### config.mk
export PLATFORM = sky130hd
export DESIGN_NAME = vx_prefetch_queue
export DESIGN_NICKNAME = d
export VERILOG_FILES = /design/src/rtl/vx_prefetch_queue_pkg.sv /design/src/rtl/vx_prefetch_queue_entry.sv /design/src/rtl/vx_prefetch_queue.sv
export SDC_FILE = /design/constraint.sdc
export NUM_CORES = 1
export LEC_CHECK = 0
export ABC_AREA = 1
export BUFFER_PORTS_ARGS = -buffer_cell sky130_fd_sc_hd__buf_2
export CORE_MARGIN = 3
export CORE_UTILIZATION = 34
export CTS_CLUSTER_SIZE = 40
export DETAILED_ROUTE_END_ITERATION = 10
export HOLD_SLACK_MARGIN = 0.1
export REMOVE_ABC_BUFFERS = 1
export SYNTH_ARGS = -nofsm -noshare
export SYNTH_HDL_FRONTEND = slang
export SYNTH_SLANG_ARGS = --single-unit
### constraint.sdc
create_clock -name clk -period 2 [get_ports clk]
set_input_delay 0 -clock clk [delete_from_list [all_inputs] [get_ports clk]]
set_output_delay 0 -clock clk [all_outputs]
set_load 0.005 [all_outputs]
### src/rtl/vx_prefetch_queue_pkg.sv
// Shared types for the per-bank prefetch queue: slot state encoding, timer sizing, slot record.
package VX_prefetch_pkg;

   typedef enum logic [1:0] {
      PF_FREE    = 2'd0,
      PF_PENDING = 2'd1,
      PF_ISSUED  = 2'd2
   } pf_state_t;

   // Timer must be able to hold the value TIMEOUT itself.
   function automatic int pf_timer_w(input int timeout);
      return (timeout < 1) ? 1 : $clog2(timeout + 1);
   endfunction

   localparam int PF_LINE_ADDRW = 26;
   localparam int PF_TIMEOUT    = 255;
   localparam int PF_TIMER_W    = pf_timer_w(PF_TIMEOUT);

   typedef struct packed {
      pf_state_t               state;
      logic [PF_LINE_ADDRW-1:0] addr;
      logic [PF_TIMER_W-1:0]   timer;
   } pf_entry_t;

endpackage

### src/rtl/vx_prefetch_queue_entry.sv
// One prefetch tracker slot: FREE -> PENDING on alloc, -> ISSUED on handshake, back to FREE on
// cancel, fill or timeout. Exposes its next-state occupancy so the top can register busy.
module VX_prefetch_entry
   import VX_prefetch_pkg::*;
#(
   parameter int LINE_ADDRW = 26,
   parameter int TIMEOUT    = 255
) (
   input  logic                  clk,
   input  logic                  rst_ni,
   input  logic                  alloc_i,
   input  logic [LINE_ADDRW-1:0] alloc_addr_i,
   input  logic                  issue_ack_i,
   input  logic                  cancel_hit_i,
   input  logic                  fill_hit_i,
   output pf_state_t             state_o,
   output logic [LINE_ADDRW-1:0] addr_o,
   output logic                  busy_d_o
);

   localparam int TW = pf_timer_w(TIMEOUT);

   pf_state_t             state_q, state_d;
   logic [LINE_ADDRW-1:0] addr_q, addr_d;
   logic [TW-1:0]         timer_q, timer_d;

   always_comb begin
      state_d = state_q;
      addr_d  = addr_q;
      timer_d = timer_q;
      unique case (state_q)
         PF_FREE: begin
            if (alloc_i) begin
               state_d = PF_PENDING;
               addr_d  = alloc_addr_i;
               timer_d = '0;
            end
         end
         PF_PENDING: begin
            // A fill means the line is already present; an issue beats a demand cancel.
            if (fill_hit_i) begin
               state_d = PF_FREE;
            end else if (issue_ack_i) begin
               state_d = PF_ISSUED;
               timer_d = '0;
            end else if (cancel_hit_i) begin
               state_d = PF_FREE;
            end
         end
         PF_ISSUED: begin
            if (fill_hit_i) begin
               state_d = PF_FREE;
            end else begin
               if (timer_q != TW'(TIMEOUT)) timer_d = timer_q + TW'(1);
               if (timer_q >= TW'(TIMEOUT - 1)) state_d = PF_FREE;
            end
         end
         default: state_d = PF_FREE;
      endcase
   end

   always_ff @(posedge clk or negedge rst_ni) begin
      if (!rst_ni) begin
         state_q <= PF_FREE;
         addr_q  <= '0;
         timer_q <= '0;
      end else begin
         state_q <= state_d;
         addr_q  <= addr_d;
         timer_q <= timer_d;
      end
   end

   assign state_o  = state_q;
   assign addr_o   = addr_q;
   assign busy_d_o = (state_d != PF_FREE);

endmodule

### src/rtl/vx_prefetch_queue.sv
// Per-bank prefetch queue: drops duplicate/overflow hints, issues lowest PENDING slot to the bank.
// Hints never back-pressured; issue held until pf_out_ready. Perf counters under VX_PREFETCH_PERF_EN.
module vx_prefetch_queue
   import VX_prefetch_pkg::*;
#(
   parameter int CACHE_ID    = 0,
   parameter int BANK_ID     = 0,
   parameter int LINE_ADDRW  = 26,
   parameter int NUM_ENTRIES = 4,
   parameter int TIMEOUT     = 255
) (
   input  logic                  clk,
   input  logic                  reset,
   input  logic                  pf_req_valid,
   input  logic [LINE_ADDRW-1:0] pf_req_addr,
   output logic                  pf_req_ready,
   output logic                  pf_out_valid,
   output logic [LINE_ADDRW-1:0] pf_out_addr,
   input  logic                  pf_out_ready,
   input  logic                  core_lookup_valid,
   input  logic [LINE_ADDRW-1:0] core_lookup_addr,
   input  logic                  fill_valid,
   input  logic [LINE_ADDRW-1:0] fill_addr,
   input  logic                  evict_valid,
   input  logic                  evict_used,
`ifdef VX_PREFETCH_PERF_EN
   output logic [31:0]           perf_pf_dropped,
   output logic [31:0]           perf_pf_issued,
   output logic [31:0]           perf_pf_unused_evict,
`endif
   output logic                  busy
);

   localparam int IDXW = (NUM_ENTRIES > 1) ? $clog2(NUM_ENTRIES) : 1;

   pf_state_t             slot_state [NUM_ENTRIES];
   logic [LINE_ADDRW-1:0] slot_addr  [NUM_ENTRIES];
   logic [NUM_ENTRIES-1:0] free_v, pend_v, live_match, cancel_hit, fill_hit;
   logic [NUM_ENTRIES-1:0] alloc_sel, alloc, issue_ack, busy_nxt;
   logic [IDXW-1:0]        pend_idx;
   logic                   ready_q, busy_q;
   logic                   hint_acc, hint_drop, issue_fire, found_free, found_pend;

   always_comb begin
      free_v     = '0;
      pend_v     = '0;
      live_match = '0;
      cancel_hit = '0;
      fill_hit   = '0;
      alloc_sel  = '0;
      pend_idx   = '0;
      found_free = 1'b0;
      found_pend = 1'b0;
      for (int i = 0; i < NUM_ENTRIES; i++) begin
         free_v[i]     = (slot_state[i] == PF_FREE);
         pend_v[i]     = (slot_state[i] == PF_PENDING);
         live_match[i] = !free_v[i] && (slot_addr[i] == pf_req_addr);
         cancel_hit[i] = core_lookup_valid && pend_v[i] && (slot_addr[i] == core_lookup_addr);
         fill_hit[i]   = fill_valid && !free_v[i] && (slot_addr[i] == fill_addr);
         if (free_v[i] && !found_free) begin
            alloc_sel[i] = 1'b1;
            found_free   = 1'b1;
         end
         if (pend_v[i] && !found_pend) begin
            pend_idx   = IDXW'(i);
            found_pend = 1'b1;
         end
      end
   end

   assign hint_acc   = pf_req_valid && ready_q;
   assign hint_drop  = hint_acc && (!found_free || (|live_match)
                       || (fill_valid && (fill_addr == pf_req_addr))
                       || (core_lookup_valid && (core_lookup_addr == pf_req_addr)));
   assign alloc      = (hint_acc && !hint_drop) ? alloc_sel : '0;
   assign issue_fire = pf_out_valid && pf_out_ready;

   always_comb begin
      issue_ack = '0;
      if (issue_fire) issue_ack[pend_idx] = 1'b1;
   end

   for (genvar g = 0; g < NUM_ENTRIES; g++) begin : g_slot
      VX_prefetch_entry #(
         .LINE_ADDRW (LINE_ADDRW),
         .TIMEOUT    (TIMEOUT)
      ) u_entry (
         .clk          (clk),
         .rst_ni       (reset),
         .alloc_i      (alloc[g]),
         .alloc_addr_i (pf_req_addr),
         .issue_ack_i  (issue_ack[g]),
         .cancel_hit_i (cancel_hit[g]),
         .fill_hit_i   (fill_hit[g]),
         .state_o      (slot_state[g]),
         .addr_o       (slot_addr[g]),
         .busy_d_o     (busy_nxt[g])
      );
   end

   always_ff @(posedge clk or negedge reset) begin
      if (!reset) begin
         ready_q <= 1'b0;
         busy_q  <= 1'b0;
      end else begin
         ready_q <= 1'b1;
         busy_q  <= |busy_nxt;
      end
   end

   assign pf_req_ready = ready_q;
   assign pf_out_valid = found_pend;
   assign pf_out_addr  = slot_addr[pend_idx];
   assign busy         = busy_q;

`ifdef VX_PREFETCH_PERF_EN
   logic [31:0] drop_cnt_q, issue_cnt_q, unused_evict_cnt_q;

   always_ff @(posedge clk or negedge reset) begin
      if (!reset) begin
         drop_cnt_q         <= '0;
         issue_cnt_q        <= '0;
         unused_evict_cnt_q <= '0;
      end else begin
         if (hint_drop)                 drop_cnt_q         <= drop_cnt_q + 32'd1;
         if (issue_fire)                issue_cnt_q        <= issue_cnt_q + 32'd1;
         if (evict_valid && !evict_used) unused_evict_cnt_q <= unused_evict_cnt_q + 32'd1;
      end
   end

   assign perf_pf_dropped      = drop_cnt_q;
   assign perf_pf_issued       = issue_cnt_q;
   assign perf_pf_unused_evict = unused_evict_cnt_q;
`else
   logic unused_evict;
   assign unused_evict = evict_valid ^ evict_used;
`endif

   logic [31:0] unused_ids;
   assign unused_ids = 32'(CACHE_ID) ^ 32'(BANK_ID);

endmodule
==> impl_metrics.yaml <==
outcome:
  status: "finished with violations"
  violations: "setup timing"
setup_path:
  critical_path_peak_fanout: 8
  crit_slowest_cell: "dfrtp_1"
  critical_path_class: "flop to flop"
  cpPeakStageDelay_ps: 430
  path_cells: "buf_6 > xnor2_4 > buf_4 > nand2_2 > nor2_2 > nand4_1 > o21ai_1 > nand2_1 > nand2_1 > clkinv_4 > buf_12 > nand3_2 > nand2_1 > inv_1 > nor2_1"
  cp-end-kind: "flop"
  required_ps: 2340
  crit_top_cell: "nand2_1"
  crit_path_start_kind: "flop"
  worst_ep_arrival_time_ps: 2620
clocking:
  ctsRootBufferMaster: "clkbuf_16"
  cts_max_level: 4
  clock-sinks: 146
  clockBufferDepth: 2
  cts_tree: "done"
  clk_transition_reported_paths_ps: 70
  numCtsBuffers: 17
  clock_latency_ps: 460
finish:
  layout.cell_area.non_filler_mm2: 0.0207
  seqCellArea_mm2: 0.00367
  fin_cells: 3019
  final_util_pct: 54.8
  fillCellCount: 3507
  area_growth_pct: 58.3
  final_common_cell: "nand2_1"
  drive_gt1_share_pct: 40.4
  multi_input_area_mm2: 0.00956
  nets: 2588
  layout_common_cells: "nand2_1, buf_4, inv_1, dfrtp_1, nor2_1"
logic_synthesis:
  synth_top_family_by_area: "simple AND/OR/NAND/NOR gates"
  synth_edf_count: 0
  syn_area_mm2: 0.0131
  synth_area_per_cell_um2: 6.39
  synth_flop_cell: "dfrtp_1"
  async_flop_share_pct: 100
  synth-compound-area-share_pct: 11.0
  synth.area.mux_share_pct: 0
  synth_seq_cells: 146
  synth-adder-area-share_pct: 0.766
  ys_warn_count: 0
  synth_xor_area_share_pct: 14.1
  yosysSeqAreaShare_pct: 28.0
  synthDistinctLibCells: 48
  synthSimpleGateAreaFrac_pct: 33.2
  netlist_instances: 2044
floorplanning:
  rows: 71
  start_util_pct: 34.6
  core-area_mm2: 0.0378
  die_w_um: 202
  die-area_mm2: 0.0408
  die_y_um: 202
  io_pins: 115
routing:
  vias: 15920
  drc: 0
  wl_per_cell_um: 21.9
  drt_first_pass_iters: 8
  drtIter0Drc: 1519
  vias_per_cell: 5.27
  ant_nets: 0
  routed_wl_um: 66000
min_path:
  hold_path_class: "input pin to async pin"
power_and_ir_drop:
  ir_drop_mv: 0.732
  power.density_mw_per_mm2: 1620
  p_leak_nw: 10.0
sta:
  maxSlewHeadroom_pct: 57.2
  fmax_mhz: 438
  worst_pin_slew_ps: 642
  fin_crit_ps: 2280
  finalClockSkew_ps: 13.5
  rsz0062_at_grt: "yes"
  finalCritPeriodShare_pct: 114
  worst_slack_ps: -283
  hold_violations: 0
  maxSlewViolCount: 0
  finalSetupViolCount: 167
placed_design:
  gp_congestion: 1.01
  dpl_cell_area_mm2: 0.0160
  port_buffers: 112
  place_hpwl_um: 44400
  dp_cells: 2831
job:
  maxCapViolations: 0
global_routing:
  grt_antenna_before_repair: 2
  grt_usage_pct: 30.3
  grt_pass1_wl_um: 93500
  grt_overflow_total: 0
  grt_max_degree: 59
  grt_pass1_vias: 15383
synth_stat cells (3+ instances only):
cell | n | area, um2
xor2_1 | 91 | 797
inv_1 | 244 | 916
clkbuf_2 | 31 | 155
o22ai_1 | 11 | 68.8
nor2_1 | 166 | 623
nand4_1 | 65 | 407
o31ai_1 | 5 | 37.5
clkbuf_1 | 32 | 120
o211ai_1 | 9 | 67.6
nand3_2 | 7 | 70.1
a221oi_1 | 3 | 26.3
buf_6 | 5 | 56.3
inv_2 | 18 | 67.6
nor3b_1 | 3 | 22.5
nand2_1 | 640 | 2400
ha_1 | 8 | 100
dfrtp_1 | 146 | 3650
o32ai_1 | 4 | 35.0
or2_2 | 5 | 31.3
o21ai_0 | 172 | 861
o21ai_1 | 10 | 50.1
xnor2_1 | 119 | 1040
nand3_1 | 52 | 260
nor4_1 | 18 | 113
a21oi_1 | 45 | 225
buf_4 | 7 | 52.6
buf_2 | 64 | 320
nor3_1 | 28 | 140
nand2_2 | 7 | 43.8
area by class of cell:
class | instances | area share (%)
Tap cell | 511 | 3.09
Clock inverter | 11 | 0.732
Antenna cell | 1 | 0.0121
Sequential cell | 146 | 17.8
Timing Repair Buffer | 569 | 25.0
Clock buffer | 21 | 2.23
Multi-Input combinational cell | 1497 | 46.2
Inverter | 263 | 4.98
routing by layer:
| metal | track usage [%] | up-vias | wire, um |
|---|---|---|---|
| met2 | 47.4 | 846 | 29400 |
| met4 | 15.0 | 2 | 3910 |
| met1 | 39.8 | 7552 | 26100 |
| met5 | 0 | - | 13 |
| met3 | 6.17 | 210 | 6560 |
| li1 | - | 7310 | - |
cells by family (layout without fill, tap and decap cells):
group,Yosys count,after routing
adder cells (fa/ha/maj),8,8
other,1,2
flip-flops,146,146
buffers and inverters,403,864
XOR/XNOR,210,210
AO/OA/AOI/OAI,266,266
AND/OR/NAND/NOR,1010,1012
flip-flops by register name (all words and copies together) (netlist names):
name and count:
g_slot.u_entry.timer_q 32, g_slot.u_entry.state_o 8, busy 1, pf_req_ready 1
g_slot.u_entry.addr_o 104
critical path, delay by kind of cell (launching register included):
family                    cells  cell delay (ps)
and+or+nand+nor               8              750
AOI/OAI and AO/OA             1              220
xor gates and xnor gates      1              130
buffers and inverters         5              620
DFF                           1              430
per-stage QoR:
stage	hold WS (ps)	total power (W)	setup WS (ps)	setup TNS, ps
global route	150	0.0351	-383	-40480
detailed placement	48.0	0.0209	-534	-60160
floorplan	-296	0.0127	-884	-33560
CTS	131	0.0293	-224	-25230
global placement	34.1	0.0207	-497	-58900
finish	104	0.0335	-283	-27580
final timing paths:
| path | startpoint | slack [ps] | depth (start not counted) | endpoint |
|---|---|---|---|---|
| max | g_slot[1].u_entry.addr_o[5] | -280 | 15 | g_slot[1].u_entry.timer_q[6] |
| min | reset | 100 | 2 | g_slot[1].u_entry.timer_q[2] |
| max reg2reg | g_slot[1].u_entry.addr_o[5] | -280 | 15 | g_slot[1].u_entry.timer_q[6] |
| min reg2reg | g_slot[3].u_entry.timer_q[5] | 520 | 2 | g_slot[3].u_entry.timer_q[5] |
| max in group asynchronous | reset | 1160 | 3 | g_slot[1].u_entry.addr_o[7] |
| min in group clk | fill_addr[24] | 240 | 7 | g_slot[2].u_entry.state_o[1] |
repair_timing:
| item | 4_1_cts | 5_1_grt |
|---|---|---|
| setup buffers | 69 | 40 |
| endpoints found under the hold margin | 247 | 0 |
| setup endpoints to repair | 167 | 167 |
| pin swaps | 72 | 97 |
| hold buffers | 30 | 0 |
| gates cloned | 22 | 11 |
| gates resized for setup | 394 | 364 |
power by group:
group          internal [W]  total, W  switching, W
combinational        0.0114    0.0244        0.0130
sequential          0.00414   0.00559       0.00144
clock               0.00204   0.00353       0.00148
(Power assumes the default switching activity.)
